===== config.mk =====
export PLATFORM = sky130hd
export DESIGN_NAME = collision_detect_flat
export DESIGN_NICKNAME = d
export VERILOG_FILES = /design/src/rtl/collision_detect_pkg.sv /design/src/rtl/collision_detect_if.sv /design/src/rtl/collision_detect_lane_hazard.sv /design/src/rtl/collision_detect.sv /design/src/flat_wrapper.sv
export SDC_FILE = /design/constraint.sdc
export NUM_CORES = 1
export LEC_CHECK = 0
export CORE_UTILIZATION = 30
export DETAILED_ROUTE_END_ITERATION = 6
export PLACE_DENSITY = 0.6
export SYNTH_ARGS = -nofsm -noshare
export SYNTH_HDL_FRONTEND = slang
export SYNTH_SLANG_ARGS = --single-unit

===== constraint.sdc =====
create_clock -name clk -period 3.4 [get_ports clk]
set_input_delay 0.51 -clock clk [delete_from_list [all_inputs] [get_ports clk]]
set_output_delay 0.51 -clock clk [all_outputs]
set_load 0.03 [all_outputs]

===== src/rtl/collision_detect_pkg.sv =====
// Shared types and constants for the frog collision detector.
//   lane_type_e : what kind of terrain a lane is (SAFE, ROAD, RIVER)
//   state_e     : evaluation FSM states
//   LANE_TABLE  : fixed lane-index -> lane-type map for the playfield
package collision_detect_pkg;

  typedef enum logic [1:0] {
    SAFE  = 2'd0,
    ROAD  = 2'd1,
    RIVER = 2'd2
  } lane_type_e;

  typedef enum logic [1:0] {
    IDLE = 2'd0,
    READ = 2'd1,
    EVAL = 2'd2,
    DONE = 2'd3
  } state_e;

  localparam int N_LANES = 16;

  // Playfield layout, lane 0 at the top (goal bank).
  localparam lane_type_e LANE_TABLE [N_LANES] = '{
    SAFE,                               // 0      goal bank
    ROAD, ROAD, ROAD, ROAD, ROAD,       // 1..5   traffic
    SAFE,                               // 6      median
    RIVER, RIVER, RIVER, RIVER, RIVER,  // 7..11  river
    SAFE,                               // 12     river bank
    ROAD, ROAD,                         // 13..14 traffic
    SAFE                                // 15     start
  };

  function automatic lane_type_e lane_type_of(input logic [3:0] row);
    return LANE_TABLE[row];
  endfunction

endpackage


===== src/rtl/collision_detect_if.sv =====
// Game-side bus of the collision detector.
//   frame_start, frog_row, frog_col : frame request from the game engine
//   lane_sel / lane_pixels          : lane pixel buffer read port (1-cycle latency)
//   hit, win, overrun               : status back to the game
// master = game/buffer side, slave = collision_detect.
interface collision_detect_if;
  logic        frame_start;
  logic [3:0]  frog_row;
  logic [3:0]  frog_col;
  logic [3:0]  lane_sel;
  logic [15:0] lane_pixels;
  logic        hit;
  logic        win;
  logic        overrun;

  modport master (
    output frame_start, frog_row, frog_col, lane_pixels,
    input  lane_sel, hit, win, overrun
  );

  modport slave (
    input  frame_start, frog_row, frog_col, lane_pixels,
    output lane_sel, hit, win, overrun
  );
endinterface


===== src/rtl/collision_detect_lane_hazard.sv =====
// Combinational hazard test for one frog position.
//   lane_type : terrain of the frog's lane
//   pixels    : lane pixels, bit c = column c
//   col       : frog column (direct bit select, no bounds logic)
//   hazard    : 1 when the frog is in danger
module lane_hazard
  import collision_detect_pkg::*;
(
  input  lane_type_e  lane_type,
  input  logic [15:0] pixels,
  input  logic [3:0]  col,
  output logic        hazard
);

  always_comb begin
    hazard = 1'b0;
    case (lane_type)
      ROAD:    hazard = pixels[col];   // car under the frog
      RIVER:   hazard = ~pixels[col];  // no log under the frog
      default: hazard = 1'b0;
    endcase
  end

endmodule


===== src/rtl/collision_detect.sv =====
// Frog collision detector. Each frame_start captures the frog position,
// reads its lane from the pixel buffer and decides hazard / win with a
// fixed 3-cycle latency. N_CONFIRM consecutive hazardous frames raise a
// sticky hit; a safe arrival on GOAL_ROW pulses win. Either ends the game
// (DONE) until reset.
//   clk, reset : clock, synchronous active-high reset
//   bus        : collision_detect_if.slave (see interface)
module collision_detect
  import collision_detect_pkg::*;
#(
  parameter int N_CONFIRM = 2,
  parameter int GOAL_ROW  = 0
) (
  input logic              clk,
  input logic              reset,
  collision_detect_if.slave bus
);

  localparam logic [2:0] CONFIRM = 3'(N_CONFIRM);
  localparam logic [3:0] GOAL    = 4'(GOAL_ROW);

  state_e      state_q, state_d;
  logic [3:0]  row_q, row_d;
  logic [3:0]  col_q, col_d;
  logic [3:0]  lane_sel_q, lane_sel_d;
  logic [2:0]  cnt_q, cnt_d;
  logic        hit_q, hit_d;
  logic        win_q, win_d;
  logic        ovr_q, ovr_d;
  logic        hazard;

  lane_hazard u_hazard (
    .lane_type (lane_type_of(row_q)),
    .pixels    (bus.lane_pixels),
    .col       (col_q),
    .hazard    (hazard)
  );

  always_comb begin
    state_d    = state_q;
    row_d      = row_q;
    col_d      = col_q;
    lane_sel_d = lane_sel_q;
    cnt_d      = cnt_q;
    hit_d      = hit_q;
    win_d      = 1'b0;
    ovr_d      = ovr_q;
    case (state_q)
      IDLE: begin
        if (bus.frame_start) begin
          row_d      = bus.frog_row;
          col_d      = bus.frog_col;
          lane_sel_d = bus.frog_row;
          state_d    = READ;
        end
      end
      // Pixel buffer latency; a new frame here is dropped.
      READ: begin
        if (bus.frame_start) ovr_d = 1'b1;
        state_d = EVAL;
      end
      EVAL: begin
        if (bus.frame_start) ovr_d = 1'b1;
        state_d = IDLE;
        if (hazard) begin
          // Hazard wins over goal: only the counter moves.
          cnt_d = (cnt_q >= CONFIRM) ? CONFIRM : cnt_q + 3'd1;
          if (cnt_d == CONFIRM) begin
            hit_d   = 1'b1;
            state_d = DONE;
          end
        end else begin
          cnt_d = 3'd0;
          if (row_q == GOAL) begin
            win_d   = 1'b1;
            state_d = DONE;
          end
        end
      end
      DONE: ; // absorbing; frame_start ignored
      default: state_d = IDLE;
    endcase
  end

  always_ff @(posedge clk) begin
    if (reset) begin
      state_q    <= IDLE;
      row_q      <= '0;
      col_q      <= '0;
      lane_sel_q <= '0;
      cnt_q      <= '0;
      hit_q      <= 1'b0;
      win_q      <= 1'b0;
      ovr_q      <= 1'b0;
    end else begin
      state_q    <= state_d;
      row_q      <= row_d;
      col_q      <= col_d;
      lane_sel_q <= lane_sel_d;
      cnt_q      <= cnt_d;
      hit_q      <= hit_d;
      win_q      <= win_d;
      ovr_q      <= ovr_d;
    end
  end

  assign bus.lane_sel = lane_sel_q;
  assign bus.hit      = hit_q;
  assign bus.win      = win_q;
  assign bus.overrun  = ovr_q;

endmodule

===== src/flat_wrapper.sv =====
// flat-port wrapper written by rule: the top's interface ports become plain ports
module collision_detect_flat import collision_detect_pkg::*;
#(
  parameter int N_CONFIRM = 2,
  parameter int GOAL_ROW  = 0
)
  (clk, reset, bus_frame_start, bus_frog_row, bus_frog_col, bus_lane_pixels, bus_lane_sel, bus_hit, bus_win, bus_overrun);
  collision_detect_if bus_i ();
  input logic clk;
  input logic reset;
  input wire logic [$bits(bus_i.frame_start)-1:0] bus_frame_start;
  input wire logic [$bits(bus_i.frog_row)-1:0] bus_frog_row;
  input wire logic [$bits(bus_i.frog_col)-1:0] bus_frog_col;
  input wire logic [$bits(bus_i.lane_pixels)-1:0] bus_lane_pixels;
  output wire logic [$bits(bus_i.lane_sel)-1:0] bus_lane_sel;
  output wire logic [$bits(bus_i.hit)-1:0] bus_hit;
  output wire logic [$bits(bus_i.win)-1:0] bus_win;
  output wire logic [$bits(bus_i.overrun)-1:0] bus_overrun;
  assign bus_i.frame_start = bus_frame_start;
  assign bus_i.frog_row = bus_frog_row;
  assign bus_i.frog_col = bus_frog_col;
  assign bus_i.lane_pixels = bus_lane_pixels;
  assign bus_lane_sel = bus_i.lane_sel;
  assign bus_hit = bus_i.hit;
  assign bus_win = bus_i.win;
  assign bus_overrun = bus_i.overrun;
  collision_detect #(.N_CONFIRM(N_CONFIRM), .GOAL_ROW(GOAL_ROW)) u_core (.clk(clk), .reset(reset), .bus(bus_i));
endmodule

Yosys cells after proc, flatten, opt, wreduce, memory -nomap -nowiden
Memories as Yosys holds them, arrays and structs flattened.
Cells that the tools add are included.
Widths: inputs -> output; s select.
{ "classes": {"addsub": 1, "n_mul": 0, "n_div": 0, "magnitude_cmp": 3, "eq_ne": 6, "shift": 0, "n_mux": 13, "bitwise": 3, "n_reduce_logical": 9} }
{ "op_table": {"columns": ["op", "n"], "rows": [
  ["$mux 2", 6],
  ["$mux 3", 2],
  ["$pmux 2 s3", 1],
  ["$reduce_and 2->1", 3],
  ["$ge 5x5->1 const B", 1],
  ["$lt 4x5->1 const B", 1],
  ["$not 4->5", 1],
  ["$bmux 1 s4", 1],
  ["$eq 2x1->1 const B", 2],
  ["$eq 2x2->1 const B", 2],
  ["$logic_not 4->1", 1],
  ["$add 3x1->3 const B", 1],
  ["$eq 3x2->1 const B", 1],
  ["$ge 3x2->1 const B", 1],
  ["$reduce_and 3->1", 1],
  ["$reduce_bool 3->1", 1],
  ["$reduce_or 3->1", 1],
  ["$logic_not 2->1", 1],
  ["$mux 1", 2],
  ["$ne 2x2->1 const B", 1],
  ["$not 1->1", 2],
  ["$pmux 1 s2", 1],
  ["$reduce_or 2->1", 1]
]} }
{ "word_totals": {"regBits": 16, "latchBits": 0, "ramBits": 0, "mem_bits_ro": 32, "inputBits": 27, "output_inout_bits": 7, "wordCells": 43, "n_memories": 1} }
{ "mem_list": {"columns": ["name", "words", "width", "rd", "rd_clocked_by_memory_dff", "wr", "line_no", "text"], "rows": [
  ["(no name shown)", 16, 2, 1, 0, 0, "collision_detect_pkg.sv:34", "return LANE_TABLE[row];"]
]} }

Depth between registers and ports, before layout
Gate-level depths: netlist of the first run.
{ "depth": {"word_depth": 8, "mapped_depth": 8} }

Modules after synthesis
From an unflattened synthesis of the first run, not the netlist that was laid out.
{ "unflattened": {"hier_cells": 97, "hier_area_um2": 902.1} }
{ "by_module_without_submodules": {"columns": ["module", "n_inst", "cells_each", "area_each_um2", "seq_area_each_um2"], "rows": [
  ["collision_detect", 1, 89, 752.0, 320.3],
  ["lane_hazard", 1, 8, 150.1, 0.0]
]} }

Least setup slack after synthesis of the first run
No wires, ideal clock.
{ "synth_path": {"path_kind": "input-to-reg", "from": "input port bus_lane_pixels[10]", "to": "register u_core.state_q[0]", "setup_time_ns": 0.079, "t_arrival_ns": 2.338, "setup_slack_ns": 0.983, "path_stages": 5, "path_buffers": 0, "cell_sequence": "mux4_1 mux4_2 o31ai_4 mux2_4 a211oi_2"} }
{ "synth_via": {"elab_chain_len": 6} }
{ "synth_rtl": {"columns": ["item", "line_no", "text"], "rows": [
  ["from (decl)", "flat_wrapper.sv:14", "input wire logic [$bits(bus_i.lane_pixels)-1:0] bus_lane_pixels;"],
  ["$bmux 1 s4 *", "collision_detect_lane_hazard.sv:18, collision_detect_lane_hazard.sv:19", null],
  ["$mux 1 (implied by the code) *", "collision_detect_lane_hazard.sv:18, collision_detect_lane_hazard.sv:19", null],
  ["$not 1->1", "collision_detect_lane_hazard.sv:19", "RIVER: hazard = ~pixels[col];"],
  ["$pmux 1 s2 *", "collision_detect_lane_hazard.sv:17", "case (lane_type)"],
  ["$mux 2 *", "collision_detect.sv:65", "if (hazard) begin"],
  ["$pmux 2 s3 *", "collision_detect.sv:48", "case (state_q)"],
  ["to (signal assigned)", "collision_detect.sv:96", "state_q <= state_d;"],
  ["to (decl)", "collision_detect.sv:22", "state_e state_q, state_d;"]
]} }
Mark *: on every way between the ends. The rest lies on a longest branch, timed or not. The select of a mux whose other input is x is not followed.
A chain may end at the register's enable or synchronous reset.

Worst setup path in the final report of the first run
Ends and elaborated chain as after synthesis.

==> results_dict.tcl, run 1 <==
set metrics [dict create \
    status "finished, final reports clean" \
    max_slew_margin_pct 56.1 \
    path_class "in2reg" \
    worstPathMaxFanout 6 \
    drv_cap 0 \
    ys_seq_elements 16 \
    n_fill_cell 322 \
    area_growth_pct 38.1 \
    layout.cells.non_filler 179 \
    port_buffers 33 \
    setup_viol 0 \
    fin_skew_ps 2.95 \
    cts_max_level 1 \
    clk_latency_ps 290 \
    ctsResizeCount 0 \
    rsz0062_at_grt "false" \
    syn-num-nets 140 \
    cp-end-kind "register" \
    grt_overflow 0 \
    holdCritPathClass "reg2reg" \
    drive_above_1_share_pct 11.1 \
    numClockSinks 16 \
    yosys.area.top_type "dfxtp_1" \
    hold_viol 0 \
    vias 883 \
    numCtsBuffers 3 \
    tritoncts "yes" \
    synth_fa_ha_area_share_pct 11.3 \
    n_antenna_cell 0 \
    grt_pass1_wl_mm 3.48 \
    pin_count 34 \
    post-cts-setup-buffers 0 \
    ir_drop_mv 0.159 \
    core_um2 3100 \
    ctsHoldBuffers 0 \
    antenna_found_initial 0 \
    cts_buffer_depth 2 \
    dp.cells 175 \
    drcViolationCount 0 \
    critPathArrivalTime_ps 2830 \
    p_leak_nw 0.506 \
    synth.avg_cell_area_um2 9.60 \
    antenna_left 0 \
    die_area_um2 3560 \
    crit_path_start_kind "primary input" \
    dr.pass1.iters 6 \
    ys_seq_area_share_pct 32.1 \
    post-route-min-period_ps 2620 \
    routed_wl_mm 2.10 \
    die_h_um 59.7 \
    vias_per_cell 4.93 \
    yosysUniqueCellTypes 28 \
    detail_route.wl_per_cell_um 11.7 \
    synth_xor_area_share_pct 0 \
    max_clock_freq_mhz 381 \
    grt_max_degree 18 \
    final_common_cell "clkdlybuf4s50_1" \
    grt_usage_pct 12.9 \
    die_w_um 59.7 \
    tightest_slew_ps 656 \
    power_density_nw_per_um2 362 \
    synth-simple-area-share_pct 18.9 \
    cp.required_ps 3610 \
    synthTopCellsByArea "dfxtp_1 32%, ha_1 11%, mux4_1 7.9%" \
    root_buffer "clkbuf_4" \
    finalMaxSlewViolations 0 \
    gp_congestion 0.751 \
    clkTransAtPathRegs_ps 100 \
    fin_nets 172 \
    min_period_over_period_pct 77.1 \
    final_cell_mix "33 x clkdlybuf4s50_1, 16 x dfxtp_1, 14 x a21oi_1, 11 x nand2_1, 10 x nand3_1" \
    drtIter0Drc 31 \
    synth.area.mux_share_pct 16.2 \
    synth_top_family_by_area "simple AND/OR/NAND/NOR gates" \
    std_cell_rows 20 \
    start_util_pct 32.2 \
    synth_top_area_share_pct 32.1 \
    netlist_area_um2 998 \
    synth_compound_area_share_pct 15.2 \
    fin_tns_setup_ps 0 \
    hpwl_mm 1.71 \
    netlist_instances 104 \
    yosysWarnings 0 \
    grt_pass1_vias 819 \
]
[state kept, by name, summed over array words and instances, names as in the netlist]
name / cells
u_core.bus.hit: 1
u_core.state_q: 2
u_core.cnt_q: 3
u_core.col_q: 4
u_core.bus.overrun: 1
u_core.row_q: 4
u_core.bus.win: 1
[routing by layer]
layer	track usage (%)	vias to the layer above	part of all wire, %
li1	-	439	-
met1	14.6	402	43
met2	23.5	40	49
met3	4.33	2	7.9
met4	2.66	0	0.33
met5	0	-	0
[final cells by class]
type	count	area [um^2]	area share [%]
inverter	6	22.5	1.63
tap	44	55.1	3.99
multi-input combinational	76	614	44.6
sequential	16	320	23.2
clock buffer	4	36.3	2.63
timing repair buffer	33	330	24.0
[cell usage after synthesis]
cell type	count
o22ai_2	1
nand2_1	11
mux4_2	2
mux4_1	3
o31ai_4	1
nand3b_1	1
nand3_1	10
a21oi_1	14
o21ai_0	1
nand2b_1	3
mux2_2	2
buf_6	2
nor2_1	4
nand4_1	2
nor3_1	3
dfxtp_1	16
or3_1	1
inv_1	6
ha_1	9
mux2_4	1
o21a_1	2
a31oi_1	1
nand3_2	1
buf_4	1
o21ai_2	1
clkbuf_1	3
a211oi_2	1
or4bb_2	1
[power breakdown]
part	internal (mW)	switching, mW	total, mW	leakage (nW)
Clock	0.0652	0.0619	0.127	0.0210
Combinational	0.0814	0.0735	0.155	0.354
Sequential	0.201	0.0166	0.218	0.131
Total	0.348	0.152	0.499	0.506
[cell families after synthesis]
group,after synthesis
muxes,8
buffers and inverters,12
DFF,16
AOI/OAI and AO/OA,22
adders and majority gates,9
and+or+nand+nor,37
[final timing paths]
| kind | from | end | slack [ps] | depth (start not counted) |
|---|---|---|---|---|
| max | bus_lane_pixels[10] | u_core.state_q[0] | 780 | 6 |
| min | u_core.bus.overrun | u_core.bus.overrun | 480 | 2 |
| max reg2reg | u_core.col_q[1] | u_core.state_q[0] | 830 | 5 |
| min reg2reg | u_core.bus.overrun | u_core.bus.overrun | 480 | 2 |
[worst max-delay path, cell delays in order]
cell,delay [ps]
clkdlybuf4s50_1,390
mux4_1,480
mux4_2,520
o31ai_4,400
mux2_4,360
a211oi_2,160
[metrics by stage]
step / setup WS [ps] / utilization (%) / total power, mW / hold WS, ps / area (um^2)
2_1_floorplan: 983 / - / 0.321 / 438 / 998
3_3_place_gp: 491 / 43.3 / 0.374 / 457 / 1340
3_5_place_dp: 478 / 43.3 / 0.377 / 459 / 1340
4_1_cts: 779 / 44.4 / 0.504 / 486 / 1380
5_1_grt: 678 / 44.4 / 0.529 / 496 / 1380
6_report: 777 / 44.4 / 0.499 / 482 / 1380
(Power assumes the default switching activity.)
==> run 2: changes to the inputs <==
- clock period: 3.4 -> 2.5 ns (I/O delays scaled with it)
==> results_dict.tcl, run 2 (synthesized netlist as in run 1, its figures left out) <==
set metrics [dict create \
    worst_hold_slack_ps 476 \
    gr-usage-met3_pct 4.11 \
    root_buffer "clkbuf_4" \
    antenna_found_initial 0 \
    antenna_left 0 \
    start_util_pct 32.2 \
    top_usage_layer "met2" \
    grt_usage_pct 14.4 \
    grt_max_degree 18 \
    cp-end-kind "register" \
    final_common_cell "clkdlybuf4s50_1" \
    dr.pass1.iters 4 \
    setup_ws_ps 105 \
    clk_latency_ps 290 \
    cts_max_level 1 \
    finalMaxSlewViolations 0 \
    vias_per_cell 4.82 \
    hold_path_startpoint "u_core.bus.hit" \
    post-cts-setup-buffers 0 \
    ir_drop_mv 0.251 \
    core_um2 3100 \
    drtIter0Drc 39 \
    path_cells "clkdlybuf4s50_1, mux4_1, mux4_2, o31ai_4, mux2_4, a211oi_2" \
    port_buffers 33 \
    startpoint "bus_lane_pixels[3]" \
    post-route-min-period_ps 2400 \
    tritoncts "yes" \
    max_slew_margin_pct 58.3 \
    setup_viol 0 \
    finalPower_mw 0.684 \
    grt_overflow 0 \
    drcViolationCount 0 \
    use_met1_pct 16.4 \
    n_antenna_cell 0 \
    min_period_over_period_pct 95.8 \
    numCtsBuffers 3 \
    cts_buffer_depth 2 \
    path_class "in2reg" \
    max_clock_freq_mhz 418 \
    hpwl_mm 1.83 \
    crit_path_start_kind "primary input" \
    fin_nets 174 \
    vias 873 \
    status "finished, final reports clean" \
    ctsHoldBuffers 0 \
    die_h_um 59.7 \
    stdcell_area_um2 1400 \
    pre_cts_ws_ps -208 \
    drive_above_1_share_pct 13.1 \
    p_leak_nw 0.516 \
    r2r_start "u_core.col_q[1]" \
    detail_route.wl_per_cell_um 12.1 \
    slowest_delay_ps 510 \
    post_dp_cell_area_um2 1360 \
    grt_pass1_vias 921 \
    power_density_nw_per_um2 490 \
    critPathArrivalTime_ps 2600 \
    routed_wl_mm 2.19 \
    tightest_slew_ps 624 \
    area_growth_pct 39.7 \
    gp_congestion 0.716 \
    die_w_um 59.7 \
    worstPathMaxFanout 2 \
    pin_count 34 \
    drv_cap 0 \
    fin_skew_ps 6.24 \
    clkTransAtPathRegs_ps 90 \
    fin_tns_setup_ps 0 \
    cp.required_ps 2700 \
    die_area_um2 3560 \
    hold_viol 0 \
    final_cell_mix "33 x clkdlybuf4s50_1, 15 x dfxtp_1, 14 x a21oi_1, 11 x nand2_1, 10 x nand3_1" \
    rsz0062_at_grt "false" \
    std_cell_rows 20 \
    grt_pass1_wl_mm 3.91 \
    numClockSinks 16 \
    slowest_stage "mux4_1" \
    reg.largest.list "u_core.col_q x4, u_core.row_q x4, u_core.cnt_q x3" \
    holdCritPathClass "reg2reg" \
    grt_use_met2_pct 27.0 \
]
## run 2: changes by cell type in the layout (fill, tap and decap cells not counted), sizes merged
cell,previous run,this run
buf,0,2
## run 2: critical path: cells and delay by family
kind | cells | cell delay [ps]
multiplexers | 3 | 1360
AO/OA/AOI/OAI | 2 | 460
buffers and inverters | 1 | 400
## run 2: power by group
group	switching [mW]	internal (mW)	leakage (nW)
combinational	0.102	0.116	0.364
clock	0.0819	0.0887	0.0210
sequential	0.0220	0.274	0.131
total	0.206	0.478	0.516
## run 2: layout make-up
cell class / count / area (um^2)
inverters: 6 / 22.5
multi-input cells: 76 / 614
flip-flops and latches: 16 / 322
well taps: 44 / 55.1
repair buffers: 35 / 345
clock buffers: 4 / 36.3
fillers: 326 / 1710
## run 2: layer usage
metal  vias to the layer above  part of all wire, %
li1                        438                    -
met1                       402                   40
met2                        33                   53
met3                         0                  6.4
met4                         0                    0
met5                         -                    0
## run 2: worst paths after layout
| kind | endpoint | slack [ps] | cells after the start |
|---|---|---|---|
| hold reg to reg | u_core.bus.hit | 480 | 2 |
| hold / removal | u_core.bus.hit | 480 | 2 |
| setup reg to reg | u_core.state_q[0] | 120 | 5 |
| setup / recovery | u_core.state_q[0] | 100 | 6 |
## run 2: timing repair
action / in CTS / in global routing
endpoints found under the setup margin: 0 / 5
hold endpoints to repair: 0 / 0
resized for setup: 0 / 1
## run 2: per-stage QoR
step	cells	utilization, %
final	181	45.0
after global routing	181	45.0
after CTS	181	44.9
after detailed placement	177	43.8
after global placement	177	43.8
after floorplan	104	-
==> run 3: changes to the inputs <==
- CORE_UTILIZATION: 30 -> 35
- PLACE_DENSITY: 0.6 -> 0.67
- SLEW_MARGIN: default -> 20
- clock period: 2.5 -> 2.3 ns (I/O delays scaled with it)
==> results_dict.tcl, run 3 (synthesized netlist as in run 1, its figures left out) <==
set metrics [dict create \
    status "finished, final reports clean" \
    r2r_cells 5 \
    clk_latency_ps 280 \
    path_cells "clkdlybuf4s50_1, mux4_2, mux4_2, o31ai_4, mux2_4, a211oi_2" \
    grt_overflow 0 \
    r2r_start "u_core.col_q[1]" \
    grt_pass1_vias 822 \
    hpwl_mm 1.75 \
    core_um2 2730 \
    vias 894 \
    path_delay_family "multiplexers" \
    std_cell_rows 19 \
    routed_wl_mm 2.11 \
    reg.largest.list "u_core.col_q x4, u_core.row_q x4, u_core.cnt_q x3" \
    n_antenna_cell 0 \
    fin_skew_ps 1.18 \
    root_buffer "clkbuf_4" \
    finalPower_mw 0.706 \
    pin_count 34 \
    start_util_pct 36.5 \
    switching_share_pct 31.1 \
    power_density_nw_per_um2 518 \
    ctsHoldBuffers 0 \
    drive_above_1_share_pct 15.3 \
    cp-end-kind "register" \
    drv_cap 0 \
    holdCritPathClass "reg2reg" \
    cpMostUsedCell "mux4_2" \
    setup_viol 0 \
    detail_route.wl_per_cell_um 12.6 \
    final_common_cell "clkdlybuf4s50_1" \
    clkPwrFrac_pct 20.4 \
    slowest_delay_ps 520 \
    max_slew_margin_pct 73.2 \
    antenna_left 0 \
    setup_ws_ps 26.1 \
    min_to "u_core.col_q[3]" \
    post-route-min-period_ps 2270 \
    rsz0062_at_grt "true" \
    grt_usage_pct 14.9 \
    dp.cells 165 \
    power.internal_mw 0.487 \
    pre_cts_ws_ps -280 \
    tightest_slew_ps 401 \
    hold_path_startpoint "u_core.col_q[3]" \
    cts_buffer_depth 2 \
    p_seq_share_pct 45.5 \
    fin_nets 175 \
    combPwrFrac_pct 34.1 \
    die_area_um2 3070 \
    critPathArrivalTime_ps 2480 \
    gp_congestion 0.685 \
    clkTransAtPathRegs_ps 90 \
    path_buf_inv 1 \
    port_buffers 33 \
    crit_path_start_kind "primary input" \
    numClockSinks 16 \
    grt_pass1_wl_mm 3.55 \
    drtIter0Drc 12 \
    layout.cells.non_filler 168 \
    cts_max_level 1 \
    die_w_um 55.4 \
    final_cell_mix "33 x clkdlybuf4s50_1, 15 x dfxtp_1, 14 x a21oi_1, 11 x nand2_1, 10 x nand3_1" \
    slowest_stage "mux4_2" \
    die_h_um 55.4 \
    dr.pass1.iters 4 \
    cp.required_ps 2500 \
    vias_per_cell 5.32 \
    worstPathMaxFanout 2 \
    numCtsBuffers 3 \
    antenna_found_initial 0 \
    ctsResizeCount 1 \
    ir_drop_mv 0.360 \
    tritoncts "yes" \
    r2r_slack_ps 50 \
    rr_endpoint "u_core.state_q[0]" \
    max_clock_freq_mhz 440 \
    p_leak_nw 0.503 \
    hold_viol 0 \
    path_class "in2reg" \
    utilization_pct 49.9 \
    drcViolationCount 0 \
    grt_max_degree 11 \
    post-cts-setup-buffers 0 \
    switchingPower_mw 0.220 \
    finalMaxSlewViolations 0 \
    min_period_over_period_pct 98.9 \
    n_fill_cell 265 \
    worstHoldPathCells 2 \
    area_growth_pct 36.6 \
]
run 3: cell types whose count changed in the layout (fill, tap and decap cells not counted), sizes merged:
cell	before	now
buf	2	3
clkbuf	4	3
run 3: worst max-delay path by stage:
stage | slack, ps | cells past startpoint | to | from
6_report | 30 | 6 | u_core.state_q[0] | bus_lane_pixels[12]
5_1_grt | -60 | 5 | u_core.state_q[0] | u_core.col_q[1]
4_1_cts | 10 | 5 | u_core.state_q[0] | u_core.col_q[1]
3_5_place_dp | -280 | 6 | u_core.state_q[0] | bus_lane_pixels[12]
3_3_place_gp | -220 | 6 | u_core.state_q[0] | bus_lane_pixels[15]
2_1_floorplan | 30 | 6 | u_core.state_q[0] | u_core.col_q[1]
run 3: routing by layer:
metal	vias to the layer above	GRT usage [%]	routed length [um]
li1	441	-	-
met1	414	15.4	806
met2	37	28.4	1160
met3	2	4.68	130
met4	0	4.29	14
met5	-	0	0
run 3: area by class of cell:
type                       instances  area, um^2  area share (%)
multi-input combinational         76         603            44.2
timing repair buffer              36         353            25.9
sequential                        16         324            23.8
tap                               31        38.8            2.84
clock buffer                       3        22.5            1.65
inverter                           6        22.5            1.65
run 3: worst min-delay path: stages, from the launching register on:
cell and delay, ps:
dfxtp_1 330, nand2_1 60, a21oi_1 50
run 3: through the flow:
stage / setup TNS (ps) / hold WS, ps / cell area, um^2
finish: 0 / 476 / 1360
global route: -59.2 / 499 / 1360
CTS: 0 / 478 / 1360
detailed placement: -1020 / 459 / 1340
global placement: -795 / 454 / 1340
floorplan: 0 / 438 / 987
run 3: power by group through the flow:
stage / clock [mW] / combinational (mW) / sequential [mW]
final: 0.144 / 0.241 / 0.321
after global routing: 0.166 / 0.262 / 0.326
after CTS: 0.151 / 0.242 / 0.322
after detailed placement: 0 / 0.242 / 0.328
after global placement: 0 / 0.235 / 0.328
after floorplan: 0 / 0.140 / 0.337
